--- src/rtl/hazard_ctrl_pkg.sv ---
// Shared types and constants for the pipeline hazard controller.
package hazard_ctrl_pkg;

  typedef enum logic [1:0] {
    RUN     = 2'd0,
    MEMWAIT = 2'd1,
    DRAIN   = 2'd2,
    HALTED  = 2'd3
  } ctrl_state_t;

  localparam logic [1:0] FWD_RF = 2'b00;
  localparam logic [1:0] FWD_W  = 2'b01;
  localparam logic [1:0] FWD_M  = 2'b10;

  function automatic logic mem_stall(input logic req, input logic ready);
    return req && !ready;
  endfunction

endpackage

--- src/rtl/hazard_ctrl_fwd_unit.sv ---
// E-stage operand forwarding select for one source register; M has priority over W.
module hazard_ctrl_fwd_unit
  import hazard_ctrl_pkg::*;
#(
  parameter int REG_SIZE = 5
) (
  input  logic [REG_SIZE-1:0] raddr,
  input  logic [REG_SIZE-1:0] writeRegM,
  input  logic                regWriteM,
  input  logic [REG_SIZE-1:0] writeRegW,
  input  logic                regWriteW,
  output logic [1:0]          sel
);

  always_comb begin
    sel = FWD_RF;
    // x0 is hardwired to zero, so a write to it is never forwarded
    if (regWriteM && (writeRegM != '0) && (writeRegM == raddr)) begin
      sel = FWD_M;
    end else if (regWriteW && (writeRegW != '0) && (writeRegW == raddr)) begin
      sel = FWD_W;
    end
  end

endmodule

--- src/rtl/hazard_ctrl.sv ---
// Pipeline controller for the 5-stage core: stage enables, flushes, forwarding,
// load-use / branch / dmem-wait handling and end-of-program drain.
module hazard_ctrl
  import hazard_ctrl_pkg::*;
#(
  parameter int REG_SIZE     = 5,
  parameter int DRAIN_CYCLES = 2,
  parameter int WAIT_LIMIT   = 255
) (
  input  logic                clk,
  input  logic                reset,
  input  logic [REG_SIZE-1:0] raddr1D,
  input  logic [REG_SIZE-1:0] raddr2D,
  input  logic [REG_SIZE-1:0] raddr1E,
  input  logic [REG_SIZE-1:0] raddr2E,
  input  logic [REG_SIZE-1:0] writeRegE,
  input  logic                regWriteE,
  input  logic                mem2regE,
  input  logic                validE,
  input  logic                pcSrcE,
  input  logic                finishE,
  input  logic [REG_SIZE-1:0] writeRegM,
  input  logic                regWriteM,
  input  logic                dmemReqM,
  input  logic                dmemReadyM,
  input  logic [REG_SIZE-1:0] writeRegW,
  input  logic                regWriteW,
  output logic                enF,
  output logic                enD,
  output logic                enE,
  output logic                enM,
  output logic                flushD,
  output logic                flushE,
  output logic [1:0]          fwdAE,
  output logic [1:0]          fwdBE,
  output logic                halted,
  output logic                memTimeout
);

  localparam int DRAIN_W = (DRAIN_CYCLES > 1) ? $clog2(DRAIN_CYCLES) : 1;

  ctrl_state_t        state_reg;
  logic [7:0]         wait_cnt_reg;
  logic [DRAIN_W-1:0] drain_cnt_reg;
  logic               mem_timeout_reg;

  logic       stall_m;
  logic       finish_valid;
  logic       branch_valid;
  logic       load_use;
  logic [1:0] fwd_a;
  logic [1:0] fwd_b;

  assign stall_m      = mem_stall(dmemReqM, dmemReadyM);
  assign finish_valid = finishE && validE;
  assign branch_valid = pcSrcE && validE;
  assign load_use     = validE && mem2regE && regWriteE && (writeRegE != '0)
                        && ((writeRegE == raddr1D) || (writeRegE == raddr2D));

  hazard_ctrl_fwd_unit #(.REG_SIZE(REG_SIZE)) u_fwd_a (
    .raddr     (raddr1E),
    .writeRegM (writeRegM),
    .regWriteM (regWriteM),
    .writeRegW (writeRegW),
    .regWriteW (regWriteW),
    .sel       (fwd_a)
  );

  hazard_ctrl_fwd_unit #(.REG_SIZE(REG_SIZE)) u_fwd_b (
    .raddr     (raddr2E),
    .writeRegM (writeRegM),
    .regWriteM (regWriteM),
    .writeRegW (writeRegW),
    .regWriteW (regWriteW),
    .sel       (fwd_b)
  );

  assign fwdAE      = reset ? fwd_a : FWD_RF;
  assign fwdBE      = reset ? fwd_b : FWD_RF;
  assign halted     = reset && (state_reg == HALTED);
  assign memTimeout = reset && mem_timeout_reg;

  always_comb begin
    enF    = 1'b0;
    enD    = 1'b0;
    enE    = 1'b0;
    enM    = 1'b0;
    flushD = 1'b0;
    flushE = 1'b0;
    if (!reset) begin
      flushD = 1'b1;
      flushE = 1'b1;
    end else begin
      case (state_reg)
        RUN: begin
          if (stall_m) begin
            // everything frozen, nothing flushed
          end else if (finish_valid) begin
            enE    = 1'b1;
            enM    = 1'b1;
            flushE = 1'b1;
          end else if (branch_valid) begin
            // a taken branch squashes the load-use stall: both younger instrs die anyway
            enF    = 1'b1;
            enD    = 1'b1;
            enE    = 1'b1;
            enM    = 1'b1;
            flushD = 1'b1;
            flushE = 1'b1;
          end else if (load_use) begin
            enE    = 1'b1;
            enM    = 1'b1;
            flushE = 1'b1;
          end else begin
            enF = 1'b1;
            enD = 1'b1;
            enE = 1'b1;
            enM = 1'b1;
          end
        end
        MEMWAIT: begin
          if (dmemReadyM) begin
            enF = 1'b1;
            enD = 1'b1;
            enE = 1'b1;
            enM = 1'b1;
          end
        end
        DRAIN: begin
          enE    = 1'b1;
          flushE = 1'b1;
          enM    = !stall_m;
        end
        HALTED: begin
          flushD = 1'b1;
          flushE = 1'b1;
        end
        default: begin
          flushD = 1'b1;
          flushE = 1'b1;
        end
      endcase
    end
  end

  always_ff @(posedge clk) begin
    if (!reset) begin
      state_reg       <= RUN;
      wait_cnt_reg    <= 8'd0;
      drain_cnt_reg   <= '0;
      mem_timeout_reg <= 1'b0;
    end else begin
      case (state_reg)
        RUN: begin
          if (stall_m) begin
            state_reg    <= MEMWAIT;
            wait_cnt_reg <= 8'd1;
          end else if (finish_valid) begin
            state_reg     <= DRAIN;
            drain_cnt_reg <= '0;
          end
        end
        MEMWAIT: begin
          if (dmemReadyM) begin
            state_reg    <= RUN;
            wait_cnt_reg <= 8'd0;
          end else if (wait_cnt_reg == 8'(WAIT_LIMIT)) begin
            mem_timeout_reg <= 1'b1;
            state_reg       <= HALTED;
          end else begin
            wait_cnt_reg <= wait_cnt_reg + 8'd1;
          end
        end
        DRAIN: begin
          // M and W retire one drain step per cycle that M actually advances
          if (enM) begin
            drain_cnt_reg <= drain_cnt_reg + DRAIN_W'(1);
            if (drain_cnt_reg == DRAIN_W'(DRAIN_CYCLES - 1)) begin
              state_reg <= HALTED;
            end
          end
        end
        HALTED: begin
          state_reg <= HALTED;
        end
        default: begin
          state_reg <= RUN;
        end
      endcase
    end
  end

endmodule

--- config.mk ---
export PLATFORM = sky130hd
export DESIGN_NAME = hazard_ctrl
export DESIGN_NICKNAME = d
export VERILOG_FILES = /design/src/rtl/hazard_ctrl_pkg.sv /design/src/rtl/hazard_ctrl_fwd_unit.sv /design/src/rtl/hazard_ctrl.sv
export SDC_FILE = /design/constraint.sdc
export NUM_CORES = 1
export LEC_CHECK = 0
export BUFFER_PORTS_ARGS = -buffer_cell sky130_fd_sc_hd__buf_2
export CELL_PAD_IN_SITES_DETAIL_PLACEMENT = 0
export CELL_PAD_IN_SITES_GLOBAL_PLACEMENT = 1
export CORE_AREA = 3 3 65 67
export CTS_CLUSTER_DIAMETER = 80
export DETAILED_ROUTE_END_ITERATION = 6
export DIE_AREA = 0 0 68 70
export GPL_TIMING_DRIVEN = 0
export PLACE_DENSITY = 0.91
export REMOVE_ABC_BUFFERS = 1
export SYNTH_ARGS = -nofsm -noshare
export SYNTH_HDL_FRONTEND = slang
export SYNTH_SLANG_ARGS = --single-unit
--- constraint.sdc ---
create_clock -name clk -period 5.1 [get_ports clk]
set_clock_uncertainty 0.05 [all_clocks]
set_input_delay 0 -clock clk [delete_from_list [all_inputs] [get_ports clk]]
set_output_delay 0 -clock clk [all_outputs]
set_load 0.01 [all_outputs]
* Word-level counts from Yosys, hierarchy flattened
Index checks and enable logic that the tools add are counted.
** Storage, ports and cells
- Register bits after elaboration :: 12
- Output and inout port bits :: 12
- Logic and storage cells :: 98
- Input bits :: 46
** Cells by class
- Bitwise gates (word level) :: 1
- Muxes and demuxes :: 44
- Eq/ne operators :: 18
- Add/subtract/negate cells :: 2
- Reduce and logical (&&, ||, !) cells :: 29
** Operators with widths (number)
- 5-bit equality test :: 6
- 8-bit 2-to-1 mux :: 3
- 1-bit 2-to-1 mux :: 23
- 2-bit 2-to-1 mux :: 10
- 8-bit one-hot mux with 2 select lines :: 1
- 1-bit logical AND :: 15
- 5-bit nonzero test :: 3
- 2-bit != test, second input constant :: 5
- 3-bit != test, second input constant :: 3
- 8-bit by 1-bit adder with 8-bit output, second input constant :: 1
- 8-bit equality test, second input constant :: 1
- 1-bit one-hot mux with 2 select lines :: 4
- 2-bit one-hot mux with 4 select lines :: 1
- 4-bit AND reduction :: 2
- 1-bit one-hot mux with 3 select lines :: 2
- 3-bit AND reduction :: 2
- 2-bit equality test, second input constant :: 2
- 2-bit nonzero test :: 2
- 2-bit by 1-bit equality test with 1-bit output, second input constant :: 1
- 1-bit zero test :: 2
- 2-bit zero test :: 1
- 2-bit OR reduction :: 1
- 1-bit adder, second input constant :: 1
- 1-bit logical OR :: 1
- 1-bit NOT :: 1

* Logic depth before layout (Yosys ltp)
Gate-level depths: netlist of the first run.
- Depth after elaboration :: 10
- Gate-level depth with buffers :: 7

* Cells and area by module
Synthesis of the first run repeated with hierarchy kept, for this count alone.
** Second synthesis, totals
- Cell total of the unflattened synthesis :: 178
- Area total of the unflattened synthesis :: 1381.3 um2
** By module, submodules not included
- hazard_ctrl :: cells an instance 138, times used 1, area an instance 1078.5 um2
- hazard_ctrl_fwd_unit :: cells an instance 20, times used 2, area an instance 151.4 um2

* Worst setup path before layout of the first run
No wires, ideal clock.
- Path kind :: flip-flop to flip-flop
- From :: register state_reg[1]
- To :: register wait_cnt_reg[3]
- Setup slack :: 3.359 ns
- Stages on the path, launching flop included :: 7
- Data required time :: 4.974 ns
- Clock period less this slack :: 1.741 ns
- Path buffers :: 0
- Arrival :: 1.615 ns
- Cell sequence :: dfxtp_1 inv_1 ha_1 nor2b_1 nor3b_2 or4_1 a21oi_1
** Between the ends
- Cells in the longest elaborated chain, start to end :: 3
** RTL lines
- start: declaration :: line hazard_ctrl.sv:42 : ctrl_state_t state_reg;
- start signal: assignment :: line hazard_ctrl.sv:148 : state_reg <= RUN;
- start signal: assignment :: line hazard_ctrl.sv:156 : state_reg <= MEMWAIT;
- start signal: assignment :: line hazard_ctrl.sv:159 : state_reg <= DRAIN;
- 2-bit by 1-bit equality test with 1-bit output or 2-bit zero test (tied branches) :: line hazard_ctrl.sv:153 : case (state_reg)
- 3-bit != test (no source line) (tied with other cells)
- 3-bit AND reduction (no source line)
- end signal: assignment :: line hazard_ctrl.sv:171 : wait_cnt_reg <= wait_cnt_reg + 8'd1;
- end: declaration :: line hazard_ctrl.sv:43 : logic [7:0] wait_cnt_reg;
Parallel ways exist; a longest one is shown, timed or not.
A chain may end at the register's enable or synchronous reset.

* Final worst setup path of the first run
- From :: register state_reg[0]
- To :: register wait_cnt_reg[6]
The elaborated chain is that of the path after synthesis.

==> results of run 1 <==
==> cells by family (layout without fill, tap and decap cells) <==
family	Yosys count	in the layout	share of synthesized area, %
XOR/XNOR	30	30	19.7
multiplexers	3	3	2.25
AND/OR/NAND/NOR	61	61	27.5
adder cells (fa/ha/maj)	6	6	5.63
buffers and inverters	14	67	5.72
flip-flops	12	12	18.0
AO/OA/AOI/OAI	42	42	21.2
==> synthesized netlist by cell type (2+ instances only) <==
library cell  instances
o31ai_1               9
xor2_1               22
nand4_1               2
nand3_1              10
o21bai_1              2
nor4_1                3
a21oi_1              10
nor3_1                4
ha_1                  6
or4_1                11
xnor2_1               8
nand2_1               6
o22ai_1               2
o221a_2               2
nand3b_1              2
and3_1                3
o211ai_1              2
nor2b_1               3
inv_1                 6
mux2i_1               3
nor2_1                6
o21ai_0               6
and2_1                5
buf_4                 2
nand2b_1              2
dfxtp_1              12
buf_6                 2
clkbuf_1              3
==> stage by stage <==
step	instances	power (mW)	util, %	setup slack (ns)
after floorplan	160	0.271	-	3.23
after global placement	265	0.340	44.1	2.82
after detailed placement	265	0.344	44.1	2.75
after CTS	269	0.453	45.6	2.75
after global routing	269	0.487	45.6	2.47
final	269	0.448	45.6	2.78
==> final timing paths <==
check,from,end,slack (ns)
max,state_reg[0],wait_cnt_reg[6],2.78
min,reset,wait_cnt_reg[0],0.09
max reg2reg,state_reg[0],wait_cnt_reg[6],2.78
min reg2reg,mem_timeout_reg,mem_timeout_reg,0.43
==> where the power goes <==
group,internal [mW],switching (mW)
Combinational,0.0975,0.131
Clock,0.0683,0.0367
Sequential,0.104,0.0102
==> critical path, stage by stage (launching register included) <==
cell      delay, ns
dfxtp_1        0.35
inv_1          0.10
ha_1           0.47
nand2_1        0.13
o311ai_0       0.97
a21oi_1        0.08
==> layer usage <==
metal	vias to the layer above	global-route usage (%)
met5	-	0
met2	38	21.9
met1	642	17.9
met3	2	2.09
li1	729	-
met4	0	5.30
==> cell type report <==
cell class              instances  share of cell area (%)
multi-input cells             142                    60.5
repair buffers                 57                    17.0
inverters                       6                    1.34
flip-flops and latches         12                    14.3
well taps                      48                    3.57
clock buffers                   4                    3.28
==> impl_metrics.tcl, run 1 <==
set metrics [dict create \
    final-setup-viol-count 0 \
    static-leakage-power_nw 0.708 \
    grt_max_degree 19 \
    setup.worst_path.end_class "register" \
    final_period_minus_worst_setup_slack_ns 2.32 \
    final_net_count 274 \
    power_per_cell_area_nw_per_um2 267 \
    fp.dieW_um 68 \
    final_antenna_net_count 0 \
    timing.hold.worst_path_depth 2 \
    sequential_cell_area_um2 240 \
    seq_area_frac_synth_pct 18.0 \
    dp_area_um2 1630 \
    io_pins 58 \
    layout_worst_path_cycle_share_pct 45.4 \
    synth_cell_type_count 42 \
    root_buf_cell "clkbuf_8" \
    diodes_inserted 0 \
    vdd_ir_drop_max_mv 0.102 \
    max_slew.worst_pin.slew_ns 1.17 \
    synthArstFlopShare_pct 0 \
    ys_ff_latch 12 \
    worst_ep_required_time_ns 5.12 \
    layout.cells.most_common_list "buf_2, xor2_1, dfxtp_1" \
    hold_vio_cnt_final 0 \
    netlist_top_cells_area "dfxtp_1, xor2_1, or4_1" \
    wl_per_cell_um 12.7 \
    max_cap_viol_count 0 \
    stdcell_area_um2 1680 \
    status "finished clean" \
    synth_top_area_share_pct 18.0 \
    rsz0062_at_grt "no" \
    path_max_fanout 16 \
    hold_path.class "in -> reg" \
    worst_slew_margin_relative_to_its_limit_pct 21.1 \
    yosysWarningCount 0 \
    arrival_ns 2.34 \
    tns_ns 0 \
    detail_route.first_pass.iterations 4 \
    avgViaCountPerCell 5.25 \
    route.met3.wl_um 230 \
    chipHeight_um 70 \
    grt_pass1_vias 1269 \
    syn_avg_cell_area_um2 7.94 \
    grt_pass1_wl_um 5290 \
    worst_r2r_path_depth 5 \
    synthFlopType "dfxtp_1" \
    fillCellCount 381 \
    routed-via-count 1411 \
    syn_to_final_growth_pct 26.0 \
    hold-worst-slack_ns 0.0930 \
    gr-total-overflow 0 \
    post_cts_resized 0 \
    htree_levels 1 \
    synth.largest_area_cell "dfxtp_1" \
    cts_tree "done" \
    initial_core_util_pct 36.2 \
    drt_drc_violations_left 0 \
    grt_antenna_before_repair 0 \
    clkSinkCount 12 \
    cts.path.max_buffers 2 \
    io_buffers 57 \
    clock_insertion_delay_worst_skew_ns 0.24 \
    netlist_area_um2 1330 \
    multiInputGateArea_um2 1020 \
    worst_setup_hold_path_clk_slew_ns 0.05 \
    placement_rows 22 \
    synth_edf_count 0 \
    cts_setup_buffers 0 \
    maxSlewViolCount 0 \
    met1_length_um 1600 \
    wl_met2_um 1540 \
    detail_route.iter0.violations 60 \
    groute.usage.overall_pct 13.7 \
    criticalPathCategory "reg -> reg" \
    achievable-frequency_mhz 432 \
    floorplan.die_area_um2 4760 \
    synthCells 168 \
    cts_buf_count 3 \
    cts.hold.buffers_added 0 \
    number_of_flip_flops_under_the_largest_register_name 8 \
    worstSetupStartpointType "register" \
    routed_wl_um 3400 \
    layout_cell_share_with_drive_strength_beyond_1_pct 29.4 \
    place.gp.congestion 0.804 \
    layout.cells.most_common "buf_2" \
    core-area_um2 3690 \
    dpl.hpwl_um 2760 \
    highest_layer "met4" \
]
Note: power is estimated with default switching activity, not from simulation.
==> run 2, diff against run 1 <==
ABC_AREA = 1   (was default)
CORE_AREA = 3 3 74 76   (was 3 3 65 67)
DIE_AREA = 0 0 77 79   (was 0 0 68 70)
PLACE_DENSITY = 0.81   (was 0.91)
clock period = 2 ns   (was 5.1 ns; I/O delays follow)
==> run 2 against run 1 <==
First-iteration DRC count shrank 47%. Non-clock buffer count did not move. Worst setup slack got worse by 2.6 ns. Sequential power grew to 2.6 times the previous value. Cell area up 4.7%. Global-route usage decreased by 2.2 points. Via count up 9.1%. Die area increased by 28%. Hold slack got worse by 0.053 ns.
==> impl_metrics.tcl, run 2 <==
set metrics [dict create \
    status "finished clean" \
    post_placement_cell_count 353 \
    worst_ep_required_time_ns 2.08 \
    cts.path.max_buffers 2 \
    setup.worst_path.end_class "register" \
    layout_cell_share_with_drive_strength_beyond_1_pct 25.3 \
    stdcell_area_um2 1760 \
    gr-total-overflow 0 \
    rsz0062_at_grt "no" \
    synth_commonest_cells "nand2_1, inv_1, nor2_1" \
    placement.setup.worst_slack_ns 0.201 \
    avgViaCountPerCell 4.32 \
    htree_levels 1 \
    groute.usage.overall_pct 11.4 \
    io_pins 58 \
    max_cap_viol_count 0 \
    root_buf_cell "clkbuf_8" \
    routed-via-count 1539 \
    grt_max_degree 11 \
    yosys.area_share.adder_pct 5.51 \
    synth_edf_count 0 \
    clock_insertion_delay_worst_skew_ns 0.24 \
    path_max_fanout 5 \
    yosysWarningCount 0 \
    drt_drc_violations_left 0 \
    chipHeight_um 79 \
    layout_worst_path_cycle_share_pct 89.7 \
    finish.utilization_pct 36.8 \
    syn_to_final_growth_pct 29.1 \
    synthArstFlopShare_pct 0 \
    hold_path.class "in -> reg" \
    synth_top_family_by_area "simple AND/OR/NAND/NOR gates" \
    route.met3.wl_um 200 \
    grt_antenna_before_repair 0 \
    final_period_minus_worst_setup_slack_ns 1.79 \
    power_per_cell_area_nw_per_um2 745 \
    core-area_um2 4790 \
    detail_route.iter0.violations 32 \
    synthFlopType "dfxtp_1" \
    dpl.hpwl_um 2990 \
    fp.dieW_um 77 \
    hold_vio_cnt_final 0 \
    initial_core_util_pct 28.5 \
    dp_area_um2 1710 \
    synth_top_area_share_pct 17.6 \
    grt_pass1_vias 1423 \
    netlist_top_cells_area "dfxtp_1, nand2_1, inv_1" \
    layout.cells.non_filler 356 \
    fillCellCount 539 \
    cts_tree "done" \
    post_synth_and_or_nand_nor_area_fraction_pct 40.5 \
    synthCells 231 \
    vdd_ir_drop_max_mv 0.252 \
    mux_cell_area_share_after_synthesis_pct 0 \
    multiInputGateArea_um2 945 \
    clkSinkCount 12 \
    diodes_inserted 0 \
    wl_met2_um 1510 \
    maxSlewViolCount 0 \
    post-synth-top-count-cell "nand2_1" \
    seq_area_frac_synth_pct 17.6 \
    arrival_ns 1.88 \
    synth.largest_area_cell "dfxtp_1" \
    place.gp.congestion 0.860 \
    power_mw 1.31 \
    sequential_cell_area_um2 240 \
    grt_pass1_wl_um 5880 \
    worstSetupStartpointType "register" \
    synth_cell_type_count 30 \
    ys_ff_latch 12 \
    tns_ns 0 \
    cts_buf_count 3 \
    post_synth_xor_area_fraction_pct 10.3 \
    placement_rows 25 \
    final_net_count 343 \
    highest_layer "met4" \
    synth_compound_area_share_pct 12.7 \
    final_antenna_net_count 0 \
    static-leakage-power_nw 0.957 \
    netlist_area_um2 1360 \
    wl_per_cell_um 9.62 \
    io_buffers 57 \
    floorplan.die_area_um2 6080 \
    worst_setup_hold_path_clk_slew_ns 0.05 \
    hold-worst-slack_ns 0.0405 \
    layout.cells.most_common_list "nand2_1, buf_2, inv_1" \
    met1_length_um 1630 \
    layout.cells.most_common "nand2_1" \
    worst_slew_margin_relative_to_its_limit_pct 72.7 \
    criticalPathCategory "reg -> reg" \
    finalWorstSetupSlack_ns 0.207 \
    max_slew.worst_pin.slew_ns 0.404 \
    number_of_flip_flops_under_the_largest_register_name 8 \
    detail_route.first_pass.iterations 4 \
    routed_wl_um 3430 \
    syn_avg_cell_area_um2 5.90 \
    final-setup-viol-count 0 \
    achievable-frequency_mhz 558 \
]
run 2: per-layer routing:
metal  track usage, %  vias up
li1                 -      851
met1             14.6      635
met2             19.3       46
met3             1.25        7
met4             5.34        0
met5                0        -
run 2: worst paths after layout:
check                  startpoint               to  slack, ns  cells past startpoint
setup / recovery     state_reg[0]     state_reg[1]       0.21                     11
hold reg to reg   mem_timeout_reg  mem_timeout_reg       0.41                      2
setup reg to reg     state_reg[0]     state_reg[1]       0.21                     11
hold / removal              reset     state_reg[1]       0.04                      3
run 2: repair_timing:
action	4_1_cts	5_1_grt
hold buffers	0	0
endpoints found under the setup margin	0	1
buffers inserted	0	0
resized for setup	0	1
endpoints found under the hold margin	0	0
run 2: logic make-up (layout without fill, tap and decap cells):
| group | Yosys count | after routing |
|---|---|---|
| flops | 12 | 12 |
| xor+xnor | 16 | 16 |
| buf+inv | 45 | 103 |
| fa+ha+maj | 6 | 6 |
| compound gates | 30 | 30 |
| simple gates | 122 | 122 |
run 2: layout make-up:
cell class	instances	area share, %
multi-input combinational	174	53.7
timing repair buffer	57	16.2
sequential	12	13.7
inverter	43	9.32
tap	67	4.77
clock buffer	3	2.35
run 2: critical path, stage by stage (launching register included):
cell	delay [ns]
dfxtp_1	0.38
inv_1	0.10
ha_1	0.24
inv_1	0.15
nand2_1	0.07
nor2_1	0.17
nor3_4	0.05
or2_4	0.25
nand3b_4	0.09
nand2_1	0.05
nand2_1	0.05
nor2_1	0.04
run 2: where the power goes:
group | switching (mW) | internal, mW | total [mW]
logic | 0.486 | 0.307 | 0.792
clock network | 0.0851 | 0.132 | 0.218
registers | 0.0283 | 0.272 | 0.300
